File: config.mk
export PLATFORM = sky130hd
export DESIGN_NAME = shot_scheduler
export DESIGN_NICKNAME = d
export VERILOG_FILES = /design/src/rtl/shot_sched_pkg.sv /design/src/rtl/slot_pick.sv /design/src/rtl/shot_scheduler.sv
export SDC_FILE = /design/constraint.sdc
export NUM_CORES = 1
export LEC_CHECK = 0
export ABC_AREA = 1
export CAP_MARGIN = 5
export CORE_MARGIN = 2
export CORE_UTILIZATION = 45
export CTS_CLUSTER_DIAMETER = 200
export DETAILED_ROUTE_END_ITERATION = 10
export HOLD_SLACK_MARGIN = 0.1
export PLACE_DENSITY_LB_ADDON = 0.2
export SLEW_MARGIN = 20
export SYNTH_ARGS = -nofsm -noshare
export SYNTH_HDL_FRONTEND = slang
export SYNTH_HIERARCHICAL = 1
export SYNTH_SLANG_ARGS = --single-unit
File: constraint.sdc
create_clock -name clk -period 5.7 [get_ports clk]
set_clock_uncertainty 0.15 [all_clocks]
set_input_delay 1.14 -clock clk [delete_from_list [all_inputs] [get_ports clk]]
set_output_delay 1.14 -clock clk [all_outputs]
set_load 0.03 [all_outputs]
File: src/rtl/shot_sched_pkg.sv
// rtl/shot_sched_pkg.sv - shared types, constants and helpers for the shot scheduler
// Purpose: FSM state encoding, owner encoding, coordinate width and a popcount
//          helper used by shot_scheduler.
// Ports:   none (package).
package shot_sched_pkg;

  localparam int COORD_W = 11;

  localparam logic OWNER_PLAYER = 1'b1;
  localparam logic OWNER_ALIEN  = 1'b0;

  typedef enum logic [1:0] {
    IDLE_ST   = 2'd0,
    ARB_ST    = 2'd1,
    LAUNCH_ST = 2'd2,
    HOLD_ST   = 2'd3
  } state_t;

  // Slot vectors are at most 8 wide; callers zero-extend into this helper.
  function automatic logic [3:0] popcount8(input logic [7:0] v);
    logic [3:0] n;
    n = 4'd0;
    for (int i = 0; i < 8; i++) begin
      n = n + {3'd0, v[i]};
    end
    return n;
  endfunction

endpackage

File: src/rtl/slot_pick.sv
// rtl/slot_pick.sv - lowest-set-bit priority encoder for free projectile slots
// Purpose: picks the lowest-index set bit of req as a one-hot vector.
// Ports:   req    - candidate (free) slot mask
//          onehot - lowest set bit of req, zero when req is zero
//          any    - req has at least one bit set
module slot_pick #(
  parameter int NUM_SLOTS = 4
) (
  input  logic [NUM_SLOTS-1:0] req,
  output logic [NUM_SLOTS-1:0] onehot,
  output logic                 any
);

  // Two's-complement isolates the lowest set bit.
  assign onehot = req & (~req + NUM_SLOTS'(1));
  assign any    = |req;

endmodule

File: src/rtl/shot_scheduler.sv
// rtl/shot_scheduler.sv - shares projectile movers between the player cannon and alien bombs
// Purpose: turns fire-key edges and alien drop requests into one-hot launch
//          pulses with spawn coordinates, enforcing per-owner shot limits and a
//          frame-based player cooldown.
// Ports:   clk, resetN (async, active-high despite the name)
//          startOfFrame, enable, fire_key, ship_x/ship_y      - player side
//          alien_req_valid/x/y -> alien_req_ready              - alien handshake
//          slot_active (from movers) -> launch, launch_is_player, spawn_x/y
//          player_shots, busy                                 - status
// Optional: SHOT_SCHED_STATS_EN adds grant_cnt / drop_cnt saturating counters.
module shot_scheduler
  import shot_sched_pkg::*;
#(
  parameter int NUM_SLOTS       = 4,
  parameter int PLAYER_MAX      = 1,
  parameter int ALIEN_MAX       = 3,
  parameter int COOLDOWN_FRAMES = 8,
  parameter int PLAYER_Y_OFS    = 33,
  parameter int HOLD_TIMEOUT    = 15
) (
  input  logic                 clk,
  input  logic                 resetN,
  input  logic                 startOfFrame,
  input  logic                 enable,
  input  logic                 fire_key,
  input  logic [COORD_W-1:0]   ship_x,
  input  logic [COORD_W-1:0]   ship_y,
  input  logic                 alien_req_valid,
  input  logic [COORD_W-1:0]   alien_req_x,
  input  logic [COORD_W-1:0]   alien_req_y,
  output logic                 alien_req_ready,
  input  logic [NUM_SLOTS-1:0] slot_active,
  output logic [NUM_SLOTS-1:0] launch,
  output logic                 launch_is_player,
  output logic [COORD_W-1:0]   spawn_x,
  output logic [COORD_W-1:0]   spawn_y,
  output logic [3:0]           player_shots,
  output logic                 busy
`ifdef SHOT_SCHED_STATS_EN
  ,
  output logic [15:0]          grant_cnt,
  output logic [15:0]          drop_cnt
`endif
);

  localparam int CD_W = $clog2(COOLDOWN_FRAMES + 1);
  localparam int HT_W = $clog2(HOLD_TIMEOUT + 1);
  localparam logic [CD_W-1:0]    CD_LOAD = CD_W'(COOLDOWN_FRAMES);
  localparam logic [HT_W-1:0]    HT_LAST = HT_W'(HOLD_TIMEOUT - 1);
  localparam logic [3:0]         PMAX    = 4'(PLAYER_MAX);
  localparam logic [3:0]         AMAX    = 4'(ALIEN_MAX);
  localparam logic [COORD_W-1:0] Y_OFS   = COORD_W'(PLAYER_Y_OFS);

  state_t               state;
  logic                 fire_q1, fire_q2, fire_pend;
  logic [CD_W-1:0]      cooldown;
  logic [HT_W-1:0]      hold_cnt;
  logic [NUM_SLOTS-1:0] owner, slot_oh, held, free_mask, pick_oh;
  logic                 pick_any, cur_player, last_player;
  logic [3:0]           alien_shots;
  logic                 fire_edge, cd_zero, player_elig, alien_elig;
  logic                 player_wins, grant, grant_player, in_launch;
  logic [COORD_W-1:0]   player_spawn_y;

  slot_pick #(.NUM_SLOTS(NUM_SLOTS)) u_pick (
    .req    (free_mask),
    .onehot (pick_oh),
    .any    (pick_any)
  );

  assign fire_edge   = fire_q1 & ~fire_q2;
  assign cd_zero     = (cooldown == '0);
  assign in_launch   = (state == LAUNCH_ST);
  // The granted slot stays reserved until its mover acknowledges or we give up.
  assign held        = (in_launch || state == HOLD_ST) ? slot_oh : '0;
  assign free_mask   = ~slot_active & ~held;
  assign alien_shots = popcount8(8'(slot_active & ~owner));

  assign player_elig  = fire_pend && cd_zero && (player_shots < PMAX) && pick_any;
  assign alien_elig   = alien_req_valid && (alien_shots < AMAX) && pick_any;
  // Contention alternates: the alien only wins a tie right after a player grant.
  assign player_wins  = player_elig && !(alien_elig && last_player);
  assign grant        = (state == ARB_ST) && enable && (player_elig || alien_elig);
  assign grant_player = grant && player_wins;

  assign player_spawn_y = (ship_y >= Y_OFS) ? (ship_y - Y_OFS) : '0;

  assign launch           = in_launch ? slot_oh : '0;
  assign launch_is_player = in_launch && (cur_player == OWNER_PLAYER);
  assign alien_req_ready  = in_launch && (cur_player == OWNER_ALIEN);
  assign busy             = in_launch || (state == HOLD_ST);

  always_ff @(posedge clk or posedge resetN) begin
    if (resetN) begin
      state       <= IDLE_ST;
      slot_oh     <= '0;
      owner       <= '0;
      cur_player  <= OWNER_ALIEN;
      last_player <= 1'b0;
      hold_cnt    <= '0;
      spawn_x     <= '0;
      spawn_y     <= '0;
    end else begin
      case (state)
        IDLE_ST: begin
          if (enable) state <= ARB_ST;
        end
        ARB_ST: begin
          if (!enable) begin
            state <= IDLE_ST;
          end else if (grant) begin
            state   <= LAUNCH_ST;
            slot_oh <= pick_oh;
            if (player_wins) begin
              cur_player <= OWNER_PLAYER;
              owner      <= owner | pick_oh;
              spawn_x    <= ship_x;
              spawn_y    <= player_spawn_y;
            end else begin
              cur_player <= OWNER_ALIEN;
              owner      <= owner & ~pick_oh;
              spawn_x    <= alien_req_x;
              spawn_y    <= alien_req_y;
            end
          end
        end
        LAUNCH_ST: begin
          state       <= HOLD_ST;
          hold_cnt    <= '0;
          last_player <= cur_player;
        end
        HOLD_ST: begin
          if (!enable) begin
            state <= IDLE_ST;
          end else if (|(slot_active & slot_oh) || hold_cnt == HT_LAST) begin
            state <= ARB_ST;
          end else begin
            hold_cnt <= hold_cnt + HT_W'(1);
          end
        end
        default: state <= IDLE_ST;
      endcase
    end
  end

  always_ff @(posedge clk or posedge resetN) begin
    if (resetN) begin
      fire_q1      <= 1'b0;
      fire_q2      <= 1'b0;
      fire_pend    <= 1'b0;
      cooldown     <= '0;
      player_shots <= 4'd0;
    end else begin
      fire_q1 <= fire_key;
      fire_q2 <= fire_q1;
      // Edges arriving while cooling down are discarded, not deferred.
      if (!enable || grant_player) fire_pend <= 1'b0;
      else if (fire_edge && cd_zero) fire_pend <= 1'b1;
      if (grant_player) cooldown <= CD_LOAD;
      else if (startOfFrame && !cd_zero) cooldown <= cooldown - CD_W'(1);
      player_shots <= popcount8(8'(slot_active & owner));
    end
  end

`ifdef SHOT_SCHED_STATS_EN
  logic        drop_edge, drop_frame;
  logic [16:0] drop_sum;

  assign drop_edge  = fire_edge && !cd_zero;
  assign drop_frame = startOfFrame && fire_pend && cd_zero && (player_shots < PMAX) && !pick_any;
  assign drop_sum   = {1'b0, drop_cnt} + 17'(drop_edge) + 17'(drop_frame);

  always_ff @(posedge clk or posedge resetN) begin
    if (resetN) begin
      grant_cnt <= 16'd0;
      drop_cnt  <= 16'd0;
    end else begin
      if (in_launch && grant_cnt != 16'hFFFF) grant_cnt <= grant_cnt + 16'd1;
      drop_cnt <= drop_sum[16] ? 16'hFFFF : drop_sum[15:0];
    end
  end
`endif

endmodule
### Word level (Yosys, flattened, before mapping)

Cells that the tools add are included.

| storage, ports and cells | value |
|---|---|
| memories kept | 0 |
| bits in read-only memories | 0 |
| word-level logic and storage cells | 109 |
| input bits | 54 |
| register bits after elaboration | 49 |
| memory bits (writable) | 0 |
| bits in latches | 0 |
| output and inout bits | 33 |

| operators by class | value |
|---|---|
| reduce and logical (&&, ||, !) cells | 31 |
| shift operators | 0 |
| magnitude comparators | 3 |
| eq/ne operators | 9 |
| div/mod/pow operators | 0 |
| bitwise gates (word level) | 15 |
| muxes and demuxes | 20 |
| add/sub/neg operators | 18 |
| $mul | 0 |

Operator list:

| operator | number |
|---|---|
| $mux 11 | 3 |
| $mux 4 | 7 |
| $add 4x1->4 const B | 6 |
| $and 4x4->4 | 5 |
| $add 4x1->4 | 4 |
| $not 4->4 | 4 |
| $logic_and 1x1->1 | 14 |
| $ge 11x6->1 const B | 1 |
| $sub 11x6->11 const B | 1 |
| $mux 2 | 5 |
| $reduce_and 3->1 | 3 |
| $add 3x1->4 | 2 |
| $and 4x8->8 | 1 |
| $not 4->8 | 1 |
| $pmux 2 s4 | 1 |
| $pmux 4 s2 | 1 |
| $reduce_or 4->1 | 2 |
| $add 2x1->3 | 2 |
| $ne 2x2->1 const B | 3 |
| $reduce_bool 2->1 | 3 |
| $add 1x1->2 | 2 |
| $eq 2x2->1 const B | 2 |
| $eq 4x4->1 const B | 1 |
| $logic_not 4->1 | 1 |
| 13 further kinds | 21 |

### Depth between registers and ports, before layout

Gate-level depths: netlist of run 1.

| logic depth | value |
|---|---|
| depth after elaboration | 18 |
| gate-level depth with buffers | 13 |

### Cells and area by module

Netlist of run 1, hierarchy kept.

By module, submodules not included:

| module | cells each | area each (um2) | instances | sequential area each (um2) |
|---|---|---|---|---|
| shot_scheduler | 389 | 2837.7 | 1 | 1201.2 |
| slot_pick | 10 | 46.3 | 1 | 0.0 |

### Least setup slack after synthesis of run 1

No wires, ideal clock.

| path | value |
|---|---|
| kind | in2reg |
| start | in slot_active[1] |
| end | reg spawn_y[2] |
| cell stages on the path | 13 |
| required time | 5.428 ns |
| path buffers | 1 |
| arrival time | 2.984 ns |
| setup slack | 2.444 ns |
| library setup time | 0.122 ns |
| cell sequence | inv_1 nor2_1 fa_1 ha_1 ha_1 nand2_1 nand4_2 inv_1 nor2_4 buf_4 nor2_1 nor2_1 a21oi_1 |

| on the way | value |
|---|---|
| word-level cells in the longest chain between the ends | 15 |
| elaborated cells on any way between the ends | 22 |
| those cells by class | add/sub: 7; order compare: 1; mux: 1; bitwise: 3; reduce/logical: 10 |

Ends and longest elaborated chain:

| what | RTL line | RTL |
|---|---|---|
| start: declaration | shot_scheduler.sv:32 | `input logic [NUM_SLOTS-1:0] slot_active,` |
| $and 4x8->8 | shot_scheduler.sv:77 | `assign alien_shots = popcount8(8'(slot_active & ~owner));` |
| $add 1x1->2 | shot_sched_pkg.sv:24 | `n = n + {3'd0, v[i]};` |
| $add 2x1->3 | shot_sched_pkg.sv:24 |  |
| $add 3x1->4 | shot_sched_pkg.sv:24 |  |
| $add 4x1->4 (4 in series) | shot_sched_pkg.sv:24 |  |
| $lt 4x2->1 | shot_scheduler.sv:80 | `assign alien_elig = alien_req_valid && (alien_shots < AMAX) && pick_any;` |
| $logic_and 1x1->1 (2 in series) | shot_scheduler.sv:80 |  |
| $logic_and 1x1->1 | shot_scheduler.sv:82 | `assign player_wins = player_elig && !(alien_elig && last_player);` |
| $logic_not 1->1 | shot_scheduler.sv:82 |  |
| $logic_and 1x1->1 | shot_scheduler.sv:82 |  |
| $mux 11 | shot_scheduler.sv:114 | `if (player_wins) begin` |
| end signal: assignment | shot_scheduler.sv:118 | `spawn_y <= player_spawn_y;` |
| end signal: assignment | shot_scheduler.sv:123 | `spawn_y <= alien_req_y;` |
| end: declaration | shot_scheduler.sv:36 | `output logic [COORD_W-1:0] spawn_y,` |

Several ways; a longest one is shown, not always the timed one.
A chain may end at the register's enable or synchronous reset.

### Worst setup path in the final report of run 1

| path | value |
|---|---|
| start | in slot_active[1] |
| end | reg cooldown[0] |

| on the way | value |
|---|---|
| word-level cells in the longest chain between the ends | 16 |
| elaborated cells on any way between the ends | 23 |
| those cells by class | add/sub: 7; order compare: 1; mux: 1; bitwise: 3; reduce/logical: 11 |

Ends and longest elaborated chain:

| what | RTL line | RTL |
|---|---|---|
| $and 4x8->8 | shot_scheduler.sv:77 |  |
| $add 1x1->2 | shot_sched_pkg.sv:24 |  |
| $add 2x1->3 | shot_sched_pkg.sv:24 |  |
| $add 3x1->4 | shot_sched_pkg.sv:24 |  |
| $add 4x1->4 (4 in series) | shot_sched_pkg.sv:24 |  |
| $lt 4x2->1 | shot_scheduler.sv:80 |  |
| $logic_and 1x1->1 (2 in series) | shot_scheduler.sv:80 |  |
| $logic_and 1x1->1 | shot_scheduler.sv:82 |  |
| $logic_not 1->1 | shot_scheduler.sv:82 |  |
| $logic_and 1x1->1 | shot_scheduler.sv:82 |  |
| $logic_and 1x1->1 * | shot_scheduler.sv:84 | `assign grant_player = grant && player_wins;` |
| $mux 4 or $reduce_bool 2->1 (tied branches) | - |  |
| end signal: assignment | shot_scheduler.sv:160 | `else if (startOfFrame && !cd_zero) cooldown <= cooldown - CD_W'(1);` |
| end: declaration | shot_scheduler.sv:56 | `logic [CD_W-1:0] cooldown;` |

Every way passes the cells marked *; elsewhere a longest branch is shown, timed or not.

==> results of run 1 <==
power by group through the flow:
stage	clock [mW]	combinational, mW	sequential, mW
floorplan	0	0.268	0.678
global placement	0	0.666	0.544
detailed placement	0	0.673	0.546
CTS	0.218	0.675	0.541
global route	0.232	0.731	0.557
finish	0.215	0.671	0.542
cell usage in the layout, fill, tap and decap left out:
cell type and instances:
nand4_2 1, nor2_4 1, nand4_1 2, nor3_2 1, nor2_1 73, a21oi_1 21
a21oi_4 1, nand3_1 27, nand3b_1 1, nand2_2 1, ha_1 10, nor3_1 2
clkbuf_8 6, nand3_2 1, nor2_2 4, clkdlybuf4s50_1 85, nand2_1 79, xnor2_1 1
clkinv_1 1, dfrtp_1 48, a21boi_0 1, fa_1 2, clkinv_2 3, inv_2 1
conb_1 1, xor2_1 5, o221ai_1 1, o21ai_1 25, inv_1 62, o22ai_1 1
o21ai_0 12
worst max-delay path by stage:
stage / from / end / cells past startpoint
floorplan: slot_active[1] / spawn_y[2] / 13
global placement: slot_active[1] / cooldown[0] / 12
detailed placement: slot_active[1] / cooldown[0] / 12
CTS: slot_active[1] / cooldown[0] / 12
global route: slot_active[0] / cooldown[0] / 12
finish: slot_active[1] / cooldown[0] / 12
critical path, stage by stage:
cell	delay, ns
clkdlybuf4s50_1	0.51
inv_1	0.07
nor2_1	0.15
fa_1	0.45
ha_1	0.21
ha_1	0.27
nand2_1	0.09
nand3_1	0.15
a21oi_4	0.69
nand2_1	0.27
nand3_1	0.13
inv_1	0.05
final cells by class:
type | instances | area (um2)
Tap cell | 77 | 96.3
Inverter | 65 | 245
Clock buffer | 6 | 82.6
Clock inverter | 2 | 10.0
Fill cell | 561 | 2430
Sequential cell | 48 | 1200
Multi-Input combinational cell | 274 | 1360
Timing Repair Buffer | 85 | 851
logic make-up (layout without fill, tap and decap cells):
family          count (synthesis)  after routing  synth area share (%)
flops                          48             48                  41.6
buf+inv                        77            158                  11.1
other cells                     1              1                 0.130
fa+ha+maj                      12             12                  5.73
simple gates                  193            193                  28.1
compound gates                 62             62                  11.4
xor+xnor                        6              6                  1.82
per-stage QoR:
stage	instance area (um2)	worst slack (ns)	hold slack [ns]	utilization (%)	cells
2_1_floorplan	2880	2.44	0.204	-	399
3_3_place_gp	3750	1.37	0.217	59.8	549
3_5_place_dp	3750	1.26	0.237	59.8	549
4_1_cts	3850	1.58	0.250	61.3	557
5_1_grt	3850	1.28	0.271	61.3	557
6_report	3850	1.58	0.245	61.3	557
per-layer routing:
metal,routed length [um],share of wire (%),up-vias
li1,-,-,1399
met1,3130,44,1258
met4,119,1.7,0
met5,0,0,-
met2,3490,49,72
met3,342,4.8,8
==> impl_metrics.toml, run 1 <==
[timing]
min_period_ns = 4.12
fin_crit_sh_pct = 72.3
finalSetupViolCount = 0
slew_headroom_pct = 41.2
rsz0062_at_grt = "no"
tightest_slew_ns = 0.880
max_clock_freq_mhz = 242
setup_tns_ns = 0
hold_viol_final = 0
drv_slew = 0

[setup_path]
crit_type = "primary input to flip-flop"
end_kind = "flip-flop"
required_ns = 5.76
worstPathArrival_ns = 4.18
worstReg2RegEnd = "cooldown[0]"
rrSetupSlack_ns = 2.55
critPathMaxFanout = 32
r2r_cells = 10
startpoint_type = "primary input"

[synth]
dominantRegCellSynth = "dfrtp_1"
synth.top_cells.by_count = "79 x nand2_1, 73 x nor2_1, 63 x inv_1, 48 x dfrtp_1, 27 x nand3_1"
synth_edf_count = 0
yosysWarnings = 6
ys_types = 32
synth_top_cell_area_share_pct = 41.6
netlist_area_um2 = 2880
synth-seq-area-share_pct = 41.6
yosys-top-cells-area = "dfrtp_1 42%, nand2_1 10%, nor2_1 9.5%"
syn-num-nets = 465
ys_ff_latch = 48
avgSynthCellArea_um2 = 7.23
synth.most_common_cell = "nand2_1"
yosys.area.top_type = "dfrtp_1"
async_flop_share_pct = 100
synthCells = 399

[run]
max_cap_violations = 0

[drt]
vias = 2737
drt_wl_total_mm = 7.08
drt_iter0_drc = 136
drt-vias-per-instance = 4.91
remaining_drc_errors = 0
wl_per_cell_um = 12.7
dr.pass1.iters = 4
ant_nets = 0

[global_routing]
grt_pass1_wl_mm = 12.1
grt_overflow = 0
first_global_vias = 2695
grt_use_met1_pct = 26.5
grt.met3_usage_pct = 3.26
grt_max_degree = 49
grt_antenna_before_repair = 0
busiest_layer = "met2"
grtUsageTotal_pct = 21.2
use_met2_pct = 37.4

[clock_network]
cts.path.max_buffers = 2
root_buffer = "clkbuf_8"
holdBufCountCts = 0
clk_pin_slew_worst_paths_ns = 0.09
cts_sinks = 48
cts_buffers = 5
htreeDepth = 2
post-cts-setup-buffers = 0
cts_repair_resize_count = 0
clk_latency_ns = 0.31
cts_tree = "yes"

[layout]
nets = 545
area_growth_pct = 33.4
drive_above_1_share_pct = 4.17
diodes = 0

[die]
die_area_um2 = 7070
start_util_pct = 45.9
io_pins = 87
row_count = 29
die_h_um = 84.1
die_w_um = 84.1
core_um2 = 6280

[pwr]
power_frac_comb_pct = 47.0
ir_drop_v = 0.000199
leakage_nw = 1.86
power.share.clock_pct = 15.1
power.switching_mw = 0.597
finalPower_mw = 1.43
p_int_mw = 0.830
powerDensity_nw_per_um2 = 371
p_sw_share_pct = 41.8
seqPwrFrac_pct = 38.0

[place]
gp_congestion = 0.899
port-buffer-count = 85
dp_hpwl_mm = 5.23

[hold_path]
holdCritPathClass = "flip-flop to flip-flop"
hold_path_end = "fire_q2"
whs_path_depth = 0
hp-start = "fire_q1"

[run_status]
status = "finished clean"
No activity file was read; power rests on OpenSTA's default activity.
==> run 2: changes to the inputs <==
--- a/config.mk
+++ b/config.mk
@@ -8,7 +8,7 @@
 export ABC_AREA = 1
 export CAP_MARGIN = 5
 export CORE_MARGIN = 2
-export CORE_UTILIZATION = 45
+export CORE_UTILIZATION = 43
 export CTS_CLUSTER_DIAMETER = 200
 export DETAILED_ROUTE_END_ITERATION = 10
 export HOLD_SLACK_MARGIN = 0.1
==> constraint.sdc (replaced) <==
create_clock -name clk -period 3.64 [get_ports clk]
set_clock_uncertainty 0.15 [all_clocks]
set_input_delay 0.728 -clock clk [delete_from_list [all_inputs] [get_ports clk]]
set_output_delay 0.728 -clock clk [all_outputs]
set_load 0.03 [all_outputs]
==> run 2 against run 1 <==
  * The flow now finishes with violations (design-rule violations)
  * Die area increased by 4.4%
  * Cell count increased by 0.72%
  * Final area increased by 2.0%
  * Clock-buffer cell count decreased by 1
  * Via count increased by 0.44%
  * Critical path depth unchanged
  * Non-clock buffer count increased by 6
  * Sequential share of layout area decreased by 0.61 points
  * Hold slack got worse by 0.012 ns
  * Critical endpoint is now spawn_x[0]
==> impl_metrics.toml, run 2 (synthesis results as in run 1) <==
[run_status]
status = "complete, but fails checks"
violations = "design-rule violations"

[pwr]
p_int_mw = 1.36
p_sw_share_pct = 40.5
leakage_nw = 1.90
power_frac_comb_pct = 46.6
seqPwrFrac_pct = 37.3
power.share.clock_pct = 16.1
finalPower_mw = 2.28
powerDensity_nw_per_um2 = 581
ir_drop_v = 0.000363
power.switching_mw = 0.924

[die]
die_h_um = 85.9
io_pins = 87
die_w_um = 85.9
row_count = 29
core_um2 = 6420
die_area_um2 = 7380
start_util_pct = 44.9

[timing]
min_period_ns = 3.25
max_clock_freq_mhz = 308
hold_slack_ns = 0.233
rsz0062_at_grt = "no"
slew_headroom_pct = 44.6
hold_viol_final = 0
timing.final.ws_setup_ns = 0.390
finalSetupViolCount = 0
tightest_slew_ns = 0.830
setup_tns_ns = 0
fin_crit_sh_pct = 89.3
drv_slew = 0

[setup_path]
crit_chain = "clkdlybuf4s50_1, inv_1, nor2_1, fa_1, ha_1, ha_1, nand2_1, nand3_1, a21oi_4, buf_4, o21ai_1, o21ai_1"
crit_path_max_incr_delay_ns = 0.51
required_ns = 3.71
worstPathArrival_ns = 3.32
crit_type = "primary input to flip-flop"
startpoint_type = "primary input"
critPathMaxFanout = 12
slowest_stage = "clkdlybuf4s50_1"
rrSetupSlack_ns = 0.96
r2r_cells = 10
worstReg2RegEnd = "spawn_x[0]"
end_kind = "flip-flop"

[drt]
wl_per_cell_um = 12.6
remaining_drc_errors = 3
vias = 2749
drt_wl_total_mm = 7.09
drt_iter0_drc = 119
drt-vias-per-instance = 4.90
ant_nets = 0
dr.pass1.iters = 10

[layout]
diodes = 0
final_util_pct = 61.1
layout_common_cells = "85 x clkdlybuf4s50_1, 79 x nand2_1, 73 x nor2_1, 62 x inv_1, 48 x dfrtp_1"
final_common_cell = "clkdlybuf4s50_1"
drive_above_1_share_pct = 4.96
nets = 551
area_growth_pct = 36.1

[global_routing]
grt_pass1_wl_mm = 11.9
first_global_vias = 2658
grt_max_degree = 49
grt_antenna_before_repair = 0
grtUsageTotal_pct = 20.2
grt_overflow = 0

[clock_network]
cts_buffers = 5
cts_tree = "yes"
clk_pin_slew_worst_paths_ns = 0.08
cts_sinks = 48
htreeDepth = 2
clk_latency_ns = 0.29
cts.path.max_buffers = 2
holdBufCountCts = 0
cts_repair_resize_count = 0
post-cts-setup-buffers = 0
root_buffer = "clkbuf_8"

[hold_path]
hp-start = "fire_q1"
holdCritPathClass = "flip-flop to flip-flop"
hold_path_end = "fire_q2"
whs_path_depth = 0

[place]
pre_cts_ws_ns = 0.0732
port-buffer-count = 85
gp_congestion = 0.852
dp_hpwl_mm = 5.54

[run]
max_cap_violations = 0
run 2: changes by cell type in the layout (fill, tap and decap cells not counted):
cell	before	now
bufinv_16	0	1
buf_4	0	4
clkbuf_8	6	5
clkinv_2	3	1
buf_12	0	2
run 2: stage by stage:
stage,instance area [um2],instances
after floorplan,2880,399
after global placement,3820,555
after detailed placement,3820,555
after CTS,3920,561
after global routing,3920,561
final,3920,561
run 2: layer usage:
metal	vias to the layer above	track usage, %	part of all wire, %
met1	1271	25.3	45
met3	10	3.95	4.2
met5	-	0	0
met2	59	34.7	49
met4	0	7.36	2.0
li1	1409	-	-
run 2: worst max path at each step:
stage	startpoint	endpoint	depth (start not counted)
floorplan	slot_active[1]	spawn_y[2]	13
global placement	slot_active[1]	spawn_y[9]	12
detailed placement	slot_active[1]	spawn_x[0]	12
CTS	slot_active[1]	spawn_y[2]	14
global route	slot_active[1]	spawn_x[0]	12
finish	slot_active[1]	spawn_x[0]	12
run 2: power by group through the flow:
stage	logic, mW	registers [mW]	clock network (mW)
floorplan	0.420	1.06	0
global placement	1.05	0.852	0
detailed placement	1.07	0.856	0
CTS	1.07	0.851	0.376
global route	1.16	0.875	0.397
finish	1.06	0.851	0.367
run 2: final cells by class:
| class | instances | area (um2) |
|---|---|---|
| Inverter | 65 | 245 |
| Sequential cell | 48 | 1200 |
| Timing Repair Buffer | 91 | 921 |
| Tap cell | 77 | 96.3 |
| Multi-Input combinational cell | 274 | 1360 |
| Fill cell | 584 | 2500 |
| Clock inverter | 1 | 30.0 |
| Clock buffer | 5 | 68.8 |
run 2: worst max-delay path, delay by kind of cell:
kind                     cells  cell delay, ns
AO/OA/AOI/OAI                3            0.50
adder cells (fa/ha/maj)      3            0.92
AND/OR/NAND/NOR              3            0.37
buffers and inverters        3            0.81
